`config.mk`:
```
export PLATFORM = sky130hd
export DESIGN_NAME = fetch_sequencer
export DESIGN_NICKNAME = d
export VERILOG_FILES = /design/src/rtl/fetch_sequencer.sv
export SDC_FILE = /design/constraint.sdc
export NUM_CORES = 1
export LEC_CHECK = 0
export BUFFER_PORTS_ARGS = -buffer_cell sky130_fd_sc_hd__buf_2
export CORE_UTILIZATION = 48
export CTS_BUF_LIST = sky130_fd_sc_hd__clkbuf_8
export DETAILED_ROUTE_END_ITERATION = 7
export PLACE_DENSITY = 0.8
export SETUP_SLACK_MARGIN = 0.02
export SLEW_MARGIN = 20
export SYNTH_ARGS = -nofsm -noshare
export SYNTH_HDL_FRONTEND = slang
export SYNTH_SLANG_ARGS = --single-unit
```
`constraint.sdc`:
```
create_clock -name clk -period 1.7 [get_ports clk]
set_clock_uncertainty 0.2 [all_clocks]
set_input_delay 0.17 -clock clk [delete_from_list [all_inputs] [get_ports clk]]
set_output_delay 0.17 -clock clk [all_outputs]
set_load 0.03 [all_outputs]
```
`src/rtl/fetch_sequencer.sv`:
```
// Instruction-fetch stage: owns the PC, slices opcode/lastBit for the decoder, applies branches, detects halt.
// Optional `define FETCH_INSTR_COUNT_EN adds a saturating 32-bit instr_count output.
module fetch_sequencer #(
  parameter int INSTR_W    = 9,
  parameter int PC_W       = 10,
  parameter int START_ADDR = 0
) (
  input  logic               clk,
  input  logic               reset,
  input  logic               start,
  input  logic               branch_taken,
  input  logic [PC_W-1:0]    branch_target,
  input  logic [INSTR_W-1:0] instr_data,
  output logic [PC_W-1:0]    instr_addr,
  output logic [2:0]         opcode,
  output logic               lastBit,
  output logic               instr_valid,
  output logic               prep_mode,
  output logic               done,
  output logic               pc_wrap
`ifdef FETCH_INSTR_COUNT_EN
  ,
  output logic [31:0]        instr_count
`endif
);

  typedef enum logic [1:0] {IDLE, RUN, HALT} state_t;

  localparam logic [PC_W-1:0] START_PC = PC_W'(START_ADDR);
  localparam logic [2:0] OP_PREP   = 3'b000;
  localparam logic [2:0] OP_HALT   = 3'b111;
  localparam logic [2:0] OP_BUBBLE = 3'b110;

  state_t          state;
  state_t          nextState;
  logic [PC_W-1:0] pc;
  logic            prepMode;
  logic            pcWrap;
  logic [2:0]      rawOp;
  logic            haltNow;
  logic            loadStart;
  logic [PC_W:0]   pcInc;

  assign rawOp     = instr_data[INSTR_W-1 -: 3];
  assign haltNow   = (state == RUN) && !prepMode && (rawOp == OP_HALT);
  assign loadStart = start && (state != RUN);
  assign pcInc     = {1'b0, pc} + (PC_W+1)'(1);

  always_ff @(posedge clk or posedge reset) begin
    if (reset) state <= IDLE;
    else       state <= nextState;
  end

  always_comb begin
    nextState = state;
    case (state)
      IDLE:    if (start) nextState = RUN;
      RUN:     if (haltNow) nextState = HALT;
      HALT:    if (start) nextState = RUN;
      default: nextState = IDLE;
    endcase
  end

  always_comb begin
    instr_valid = (state == RUN);
    done        = (state == HALT);
    opcode      = OP_BUBBLE;
    lastBit     = 1'b0;
    if (state == RUN) begin
      opcode  = rawOp;
      lastBit = instr_data[0];
    end
  end

  // The halting instruction freezes the PC on its own address; a taken branch cannot override it.
  // Prep mode survives PSFT/110/111 so a 111 inside prep mode is a no-op rather than a halt.
  always_ff @(posedge clk or posedge reset) begin
    if (reset) begin
      pc       <= START_PC;
      prepMode <= 1'b0;
      pcWrap   <= 1'b0;
    end else if (loadStart) begin
      pc       <= START_PC;
      prepMode <= 1'b0;
      pcWrap   <= 1'b0;
    end else if (state == RUN) begin
      if (!haltNow) begin
        if (branch_taken) begin
          pc <= branch_target;
        end else begin
          pc <= pcInc[PC_W-1:0];
          if (pcInc[PC_W]) pcWrap <= 1'b1;
        end
      end
      if (!prepMode) prepMode <= (rawOp == OP_PREP);
      else           prepMode <= (rawOp >= 3'b101);
    end
  end

  assign instr_addr = pc;
  assign prep_mode  = prepMode;
  assign pc_wrap    = pcWrap;

`ifdef FETCH_INSTR_COUNT_EN
  logic [31:0] countReg;

  always_ff @(posedge clk or posedge reset) begin
    if (reset)                                   countReg <= '0;
    else if (loadStart)                          countReg <= '0;
    else if (state == RUN && countReg != '1)     countReg <= countReg + 32'd1;
  end

  assign instr_count = countReg;
`endif

endmodule

```
# Word-level counts from Yosys, hierarchy flattened
# Cells that the tools add are included.
[word_totals]
ff_bits = 14
in_bits = 23
out_inout_bits = 18
elab_cells = 43
[op_classes]
order_cmp = 1
mux = 17
n_reduce_logical = 12
addsub = 1
eq_ne = 8
[op_table]
columns = ["op", "count"]
rows = [
  ["10-bit 2-to-1 mux", 4],
  ["10-bit by 1-bit adder with 11-bit output, second input constant", 1],
  ["2-bit by 1-bit != test with 1-bit output, second input constant", 5],
  ["1-bit 2-to-1 mux", 9],
  ["2-bit 2-to-1 mux", 2],
  ["2-bit one-hot mux with 2 select lines", 1],
  ["2-bit AND reduction", 2],
  ["4-bit AND reduction", 1],
  ["2-bit nonzero test", 2],
  ["3-bit == test, second input constant", 1],
  ["3-bit greater-or-equal comparator, second input constant", 1],
  ["1-bit logical AND", 3],
  ["3-bit logical NOT", 1],
  ["3-bit 2-to-1 mux", 1],
  ["2-bit by 1-bit == test with 1-bit output, second input constant", 1],
  ["2-bit == test, second input constant", 1],
  ["2-bit logical NOT", 1],
  ["2-bit OR reduction", 1],
  ["1-bit logical NOT", 1],
]

# Longest topological paths before layout
# Gate-level depths: netlist (run 1).
[logic_depth]
word_depth = 6
mapped_depth = 5
ltp_nobuf = 5

# Least setup slack after synthesis (run 1)
# No wires, ideal clock.
[synth_path]
path_kind = "flip-flop to flip-flop"
from = "reg pc[0] (netlist: instr_addr[0])"
to = "reg pcWrap (netlist: pc_wrap)"
t_arrival_ps = 1389
path_buffers = 0
synth_period_minus_slack_ps = 1666
t_required_ps = 1423
path_slack_ps = 34
stages_incl_launch_ff = 6
cell_sequence = "dfrtp_1 > ha_1 > nand4_1 > nor3_1 > a31oi_1 > a21oi_1"
[synth_via]
elab_chain_len = 3
[synth_rtl]
columns = ["element", "line_no", "rtl"]
rows = [
  ["start: declaration", "36", "logic [PC_W-1:0] pc;"],
  ["start signal: assignment", "89", "pc <= branch_target;"],
  ["start signal: assignment", "91", "pc <= pcInc[PC_W-1:0];"],
  ["10-bit by 1-bit adder with 11-bit output", "47", "assign pcInc = {1'b0, pc} + (PC_W+1)'(1);"],
  ["2-bit nonzero test (no line)", "-", ""],
  ["4-bit AND reduction (no line)", "-", ""],
  ["end signal: assignment", "81", "pcWrap <= 1'b0;"],
  ["end signal: assignment", "85", "pcWrap <= 1'b0;"],
  ["end signal: assignment", "92", "if (pcInc[PC_W]) pcWrap <= 1'b1;"],
  ["end: declaration", "38", "logic pcWrap;"],
]
# Every way passes these cells.
# A chain may end at the register's enable or synchronous reset.

# Worst setup path in the final report (run 1)
[layout_path]
from = "reg state[1]"
to = "out opcode[0]"
[layout_via]
elab_chain_len = 2
[layout_rtl]
columns = ["element", "line_no", "rtl"]
rows = [
  ["start: declaration", "34", "state_t state;"],
  ["start signal: assignment", "51", "else state <= nextState;"],
  ["2-bit by 1-bit == test with 1-bit output", "69", "if (state == RUN) begin"],
  ["3-bit 2-to-1 mux", "69", ""],
  ["end: declaration", "15", "output logic [2:0] opcode,"],
]
# Every way passes these cells.

==> metrics.md, run 1 <==
| Metric | Value |
|---|---|
| Drt pass-1 iters | 4 |
| Status | complete, but fails checks |
| WP data required | 1.33 ns |
| Ys flop type | dfrtp_1 |
| Final worst-path cycle share | 94.52% |
| Slew HR | 64.95% |
| Unique cell type count in the Yosys netlist | 36 |
| Worst Setup Start Kind | register |
| DRC viols | 0 |
| VDD IR-drop max | 0.0009534 V |
| First-pass GRT wire length | 3.726 mm |
| Crit. End Element | output pin |
| Mapped Area | 903.4 um2 |
| MaxCap Viol Count | 0 |
| Commonest non-fill, non-tap cell in the layout | buf_2 |
| Post-route ant nets | 0 |
| CTS tree | yes |
| #FFs+latches synth | 14 |
| Setup ws final | 0.09311 ns |
| Die Wd | 45.38 um |
| Share of the synthesized area in the top cell type | 38.78% |
| Cells after Synth | 97 |
| Number of diodes | 0 |
| CTS H-tree depth | 1 |
| DRT iter0 DRCs | 21 |
| Initial antenna violation count | 0 |
| Core Rows | 15 |
| Synth area leaders | dfrtp_1 39%, o2bb2ai_1 7.8%, a21oi_1 4.4% |
| Post-Syn Nets | 121 |
| Die area | 0.002059 mm2 |
| Fin. max-slew vios | 0 |
| Kind of critical path | register to output pin |
| Final nets | 171 |
| Wire per inst | 13.56 um |
| Class of the most critical hold timing path | input pin to register |
| Internal power | 0.001057 W |
| Largest net degree at the start of global routing | 19 |
| Clock insertion delay at the later pin of the skew report | 0.25 ns |
| YS warnings | 0 |
| Clock Path Buffers | 2 |
| Sw power | 0.0009764 W |
| Met2 GRT Util | 41.43% |
| Switch share | 48.02% |
| Setup violations, final | 0 |
| Sequential Power Share | 29.5% |
| Crit Path Max Fanout | 10 |
| RSZ-0062 raised after global routing | no |
| Leak | 0.5866 nW |
| GP Congestion | 0.8524 |
| Overall Power | 0.002033 W |
| M1 GR Usage | 31.49% |
| Grt ovf | 0 |
| Number of vias per cell | 5.509 |
| Fin Setup TNS | 0 ns |
| Crit path DAT | 1.24 ns |
| Post-synth ARST share | 100.0% |
| Share of cells above drive strength 1 | 39.04% |
| Clock Power Share | 16.2% |
| Comb pwr share | 54.3% |
| Std-Cell Core Area | 0.001745 mm2 |
| Met3 Usage GRT | 5.952% |
| Hpwl dp | 1.568 mm |
| IO Port Bufs | 35 |
| Failing checks | hold timing |
| Most frequent cells in the layout | 33 x buf_2, 14 x dfrtp_1, 8 x nor2_1, 8 x a21oi_1, 8 x o2bb2ai_1 |
| Number of synthesized flops with an enable pin | 0 |
| Grt peak-use layer | met2 |
| DR vias | 942 |
| Fmax | 622.3 MHz |
| Final hold violation count | 1 |
| Fin Hold WS | -0.003330 ns |
| Dpl ws | 0.1486 ns |
| Worst-margin pin slew | 0.5251 ns |
| CTS buffer count | 3 |
| Initial Utilization | 51.76% |
| IO Count | 41 |
| Vias in the first global route | 852 |
| Layout area overhead | 40.03% |
| Total GRT Usage | 25.27% |
| Post-synthesis average cell area | 9.313 um2 |
| Die height | 45.38 um |
| Reg clk slew, reported paths | 0.06 ns |
| DRT Wirelength | 2.319 mm |
| Cell taking the most area after synthesis | dfrtp_1 |
| Period minus WS final | 1.607 ns |
| Cell Pwr Density | 1608 mW/mm2 |
| Sequential-to-total area share from yosys stat | 38.78% |
| Root Buffer | clkbuf_8 |
| Clock sink total | 14 |
state kept, by name, summed over array words and instances (netlist names):
| signal | flops |
|---|---|
| instr_addr | 10 |
| pc_wrap | 1 |
| prep_mode | 1 |
| state | 2 |
cells by family (layout without fill, tap and decap cells):
logic type	count (synthesis)	after routing	share of synthesized area [%]
AOI/OAI and AO/OA	29	29	22.16
DFF	14	14	38.78
muxes	3	3	3.878
adders and majority gates	1	1	1.385
buffers and inverters	6	55	3.601
and+or+nand+nor	43	43	29.22
xor gates and xnor gates	1	1	0.9697
synth_stat cells, types with 2 or more instances:
cell,count
o21ai_1,4
o2bb2ai_1,8
dfrtp_1,14
nand4_1,3
nand2_1,7
nand2b_1,2
nor4_1,4
and2_1,2
a21oi_1,8
nor2_1,8
nand3_1,5
mux2i_1,2
inv_1,3
o21ai_0,3
nor3_1,3
power by group through the flow:
stage,Combinational (W),Sequential [W],Clock [W]
finish,0.00110,0.000600,0.000329
global route,0.00120,0.000616,0.000349
CTS,0.00108,0.000592,0.000329
detailed placement,0.00106,0.000595,0
global placement,0.00105,0.000589,0
floorplan,0.000541,0.000800,0
critical path, stage by stage (launching register included):
cell and delay (ns):
dfrtp_1 0.40, nand2b_4 0.19, inv_6 0.10, and2_1 0.13
clkbuf_4 0.18
path summary, 6_finish.rpt:
kind,to,cells past startpoint,slack [ns],from
hold / removal,instr_addr[0],3,-0.003,branch_target[0]
setup / recovery,opcode[0],4,0.09,state[1]
hold reg to reg,prep_mode,1,0.31,prep_mode
min in group asynchronous,instr_addr[7],3,0.30,reset
max in group asynchronous,pc_wrap,3,0.65,reset
setup reg to reg,instr_addr[5],5,0.12,state[1]
metrics by stage:
step | util, % | instances | hold slack, ns | instance area, um2
finish | 72.47 | 171 | -0.003330 | 1265
global route | 72.47 | 171 | 0.02380 | 1265
CTS | 70.04 | 167 | 0.001609 | 1222
detailed placement | 64.01 | 158 | 0.03367 | 1117
global placement | 64.01 | 158 | 0.03279 | 1117
floorplan | - | 97 | -0.1408 | 903.4
layout make-up:
class,instances,area (um2)
Multi-Input combinational cell,77,523.0
Fill cell,140,480.5
Sequential cell,14,350.3
Timing Repair Buffer,47,285.3
Clock buffer,4,55.05
Tap cell,25,31.28
Inverter,4,20.02
layer usage:
layer  wire [um]  vias up  part of all wire (%)
met5           0        -                     0
met4          42        0                   1.8
met3         149        6                   6.4
met2        1126       40                    49
met1        1001      431                    43
li1            -      465                     -
timing repair:
action / 4_1_cts / 5_1_grt
hold buffers: 5 / 1
setup buffers: 0 / 3
setup endpoints to repair: 0 / 7
endpoints found under the hold margin: 18 / 1
gates resized for setup: 0 / 4
(Power assumes the default switching activity.)
==> run 2, diff against run 1 <==
- CORE_UTILIZATION: 48 -> 43
- PLACE_DENSITY: 0.8 -> 0.75
- clock period: 1.7 -> 1.32 ns (I/O delays scaled with it)
==> metrics.md, run 2 (same netlist as run 1, synthesis figures left out) <==
| Metric | Value |
|---|---|
| Status | complete, but fails checks |
| Failing checks | hold timing, setup timing |
| Fin Hold WS | -0.008681 ns |
| Period minus WS final | 1.622 ns |
| GP Congestion | 0.8048 |
| Initial antenna violation count | 0 |
| RSZ-0062 raised after global routing | yes |
| Final Non-Filler Cells | 204 |
| Clock insertion delay at the later pin of the skew report | 0.25 ns |
| Slew HR | 79.69% |
| Die Wd | 47.84 um |
| IO Count | 41 |
| Crit path DAT | 1.29 ns |
| Fin. max-slew vios | 0 |
| Number of vias per cell | 5.985 |
| Share of cells above drive strength 1 | 62.15% |
| Core Rows | 16 |
| IO Port Bufs | 35 |
| Root Buffer | clkbuf_8 |
| Setup violations, final | 20 |
| DRT iter0 DRCs | 65 |
| Final Util | 90.31% |
| Commonest non-fill, non-tap cell in the layout | buf_2 |
| Critical-path top delay cell | dfrtp_1 |
| Wire per inst | 20.34 um |
| Drt pass-1 iters | 4 |
| Fmax | 616.6 MHz |
| WP data required | 0.99 ns |
| Std-Cell Core Area | 0.001962 mm2 |
| Hpwl dp | 1.812 mm |
| Largest stage delay, worst path | 0.40 ns |
| Final hold violation count | 1 |
| Clock Path Buffers | 2 |
| Post-placement cell count | 179 |
| Largest register FFs | 10 |
| DR vias | 1221 |
| Worst-margin pin slew | 0.3019 ns |
| Initial Utilization | 46.05% |
| DRT Wirelength | 4.149 mm |
| Cell Pwr Density | 2152 mW/mm2 |
| CP Cell Sequence | nand2b_4 -> inv_8 -> buf_8 -> and2_4 -> buf_6 |
| Setup ws final | -0.3019 ns |
| Number of diodes | 0 |
| Worst Setup Start Kind | register |
| Clock sink total | 14 |
| Multi-input combinational cell area | 669.4 um2 |
| Die area | 0.002288 mm2 |
| Crit Path Max Fanout | 6 |
| Grt ovf | 0 |
| Post-route ant nets | 0 |
| Largest net degree at the start of global routing | 15 |
| Register area | 360.3 um2 |
| Layout area overhead | 96.12% |
| Filler cells | 86 |
| CTS tree | yes |
| Final nets | 202 |
| Class of the most critical hold timing path | input pin to register |
| DRC viols | 0 |
| Kind of critical path | register to output pin |
| Crit. End Element | output pin |
| CTS buffer count | 3 |
| Final worst-path cycle share | 122.9% |
| MaxCap Viol Count | 0 |
| Reg clk slew, reported paths | 0.06 ns |
| First-pass GRT wire length | 4.857 mm |
| CTS H-tree depth | 1 |
| Total GRT Usage | 31.57% |
| Vias in the first global route | 1051 |
| Most frequent cells in the layout | 23 x buf_2, 22 x buf_4, 20 x buf_6, 12 x dlygate4sd3_1 |
| Die height | 47.84 um |
| Leak | 0.7991 nW |
| VDD IR-drop max | 0.001485 V |
## run 2: where the power goes
| group | leakage, nW | switching (W) | internal [W] |
|---|---|---|---|
| Combinational | 0.601 | 0.00136 | 0.00124 |
| Sequential | 0.171 | 0.000232 | 0.000601 |
| Clock | 0.0269 | 0.000168 | 0.000206 |
## run 2: final cells by class
type                       instances  area share, %
clock buffer                       3          2.331
timing repair buffer              78          36.16
sequential                        14          20.34
tap                               27          1.907
inverter                           4          1.271
clock inverter                     1         0.2119
multi-input combinational         77          37.78
## run 2: path summary, 6_finish.rpt
path	start	endpoint	slack (ns)	cells past startpoint
min reg2reg	instr_addr[6]	instr_addr[6]	0.36	1
max reg2reg	state[1]	instr_addr[0]	-0.23	6
max in group asynchronous	reset	prep_mode	0.49	4
min	branch_target[5]	instr_addr[5]	-0.009	3
min in group asynchronous	reset	instr_addr[5]	0.23	4
max	state[1]	opcode[0]	-0.30	5
## run 2: worst max-delay path: cells and delay by family (launching register included)
family        cells  cell delay (ns)
buf+inv           3             0.31
flops             1             0.40
simple gates      2             0.33
## run 2: per-stage QoR
stage	hold WS, ns	area, um2	worst slack [ns]	total power (W)	TNS (ns)
final	-0.008681	1772	-0.3019	0.003812	-3.811
after global routing	0.001939	1772	-0.3230	0.003943	-4.554
after CTS	0.0004620	1619	-0.2275	0.003261	-2.327
after detailed placement	-0.05612	1303	-0.1272	0.002500	-1.023
after global placement	-0.06169	1303	-0.09423	0.002456	-0.7651
after floorplan	-0.1793	943.4	-0.1793	0.001821	-1.680
## run 2: metal layers
metal,routed length [um],up-vias,part of all wire (%),GRT usage (%)
met3,217,29,5.2,6.038
met1,1512,581,36,34.34
met4,204,0,4.9,13.89
li1,-,527,-,-
met2,2215,84,53,58.65
met5,0,-,0,0
## run 2: timing repair
| item | 4_1_cts | 5_1_grt |
|---|---|---|
| pin swaps | 7 | 1 |
| setup buffers | 5 | 7 |
| endpoints found under the hold margin | 24 | 0 |
| endpoints found under the setup margin | 23 | 26 |
| resized for setup | 36 | 29 |
| hold buffers | 12 | 0 |
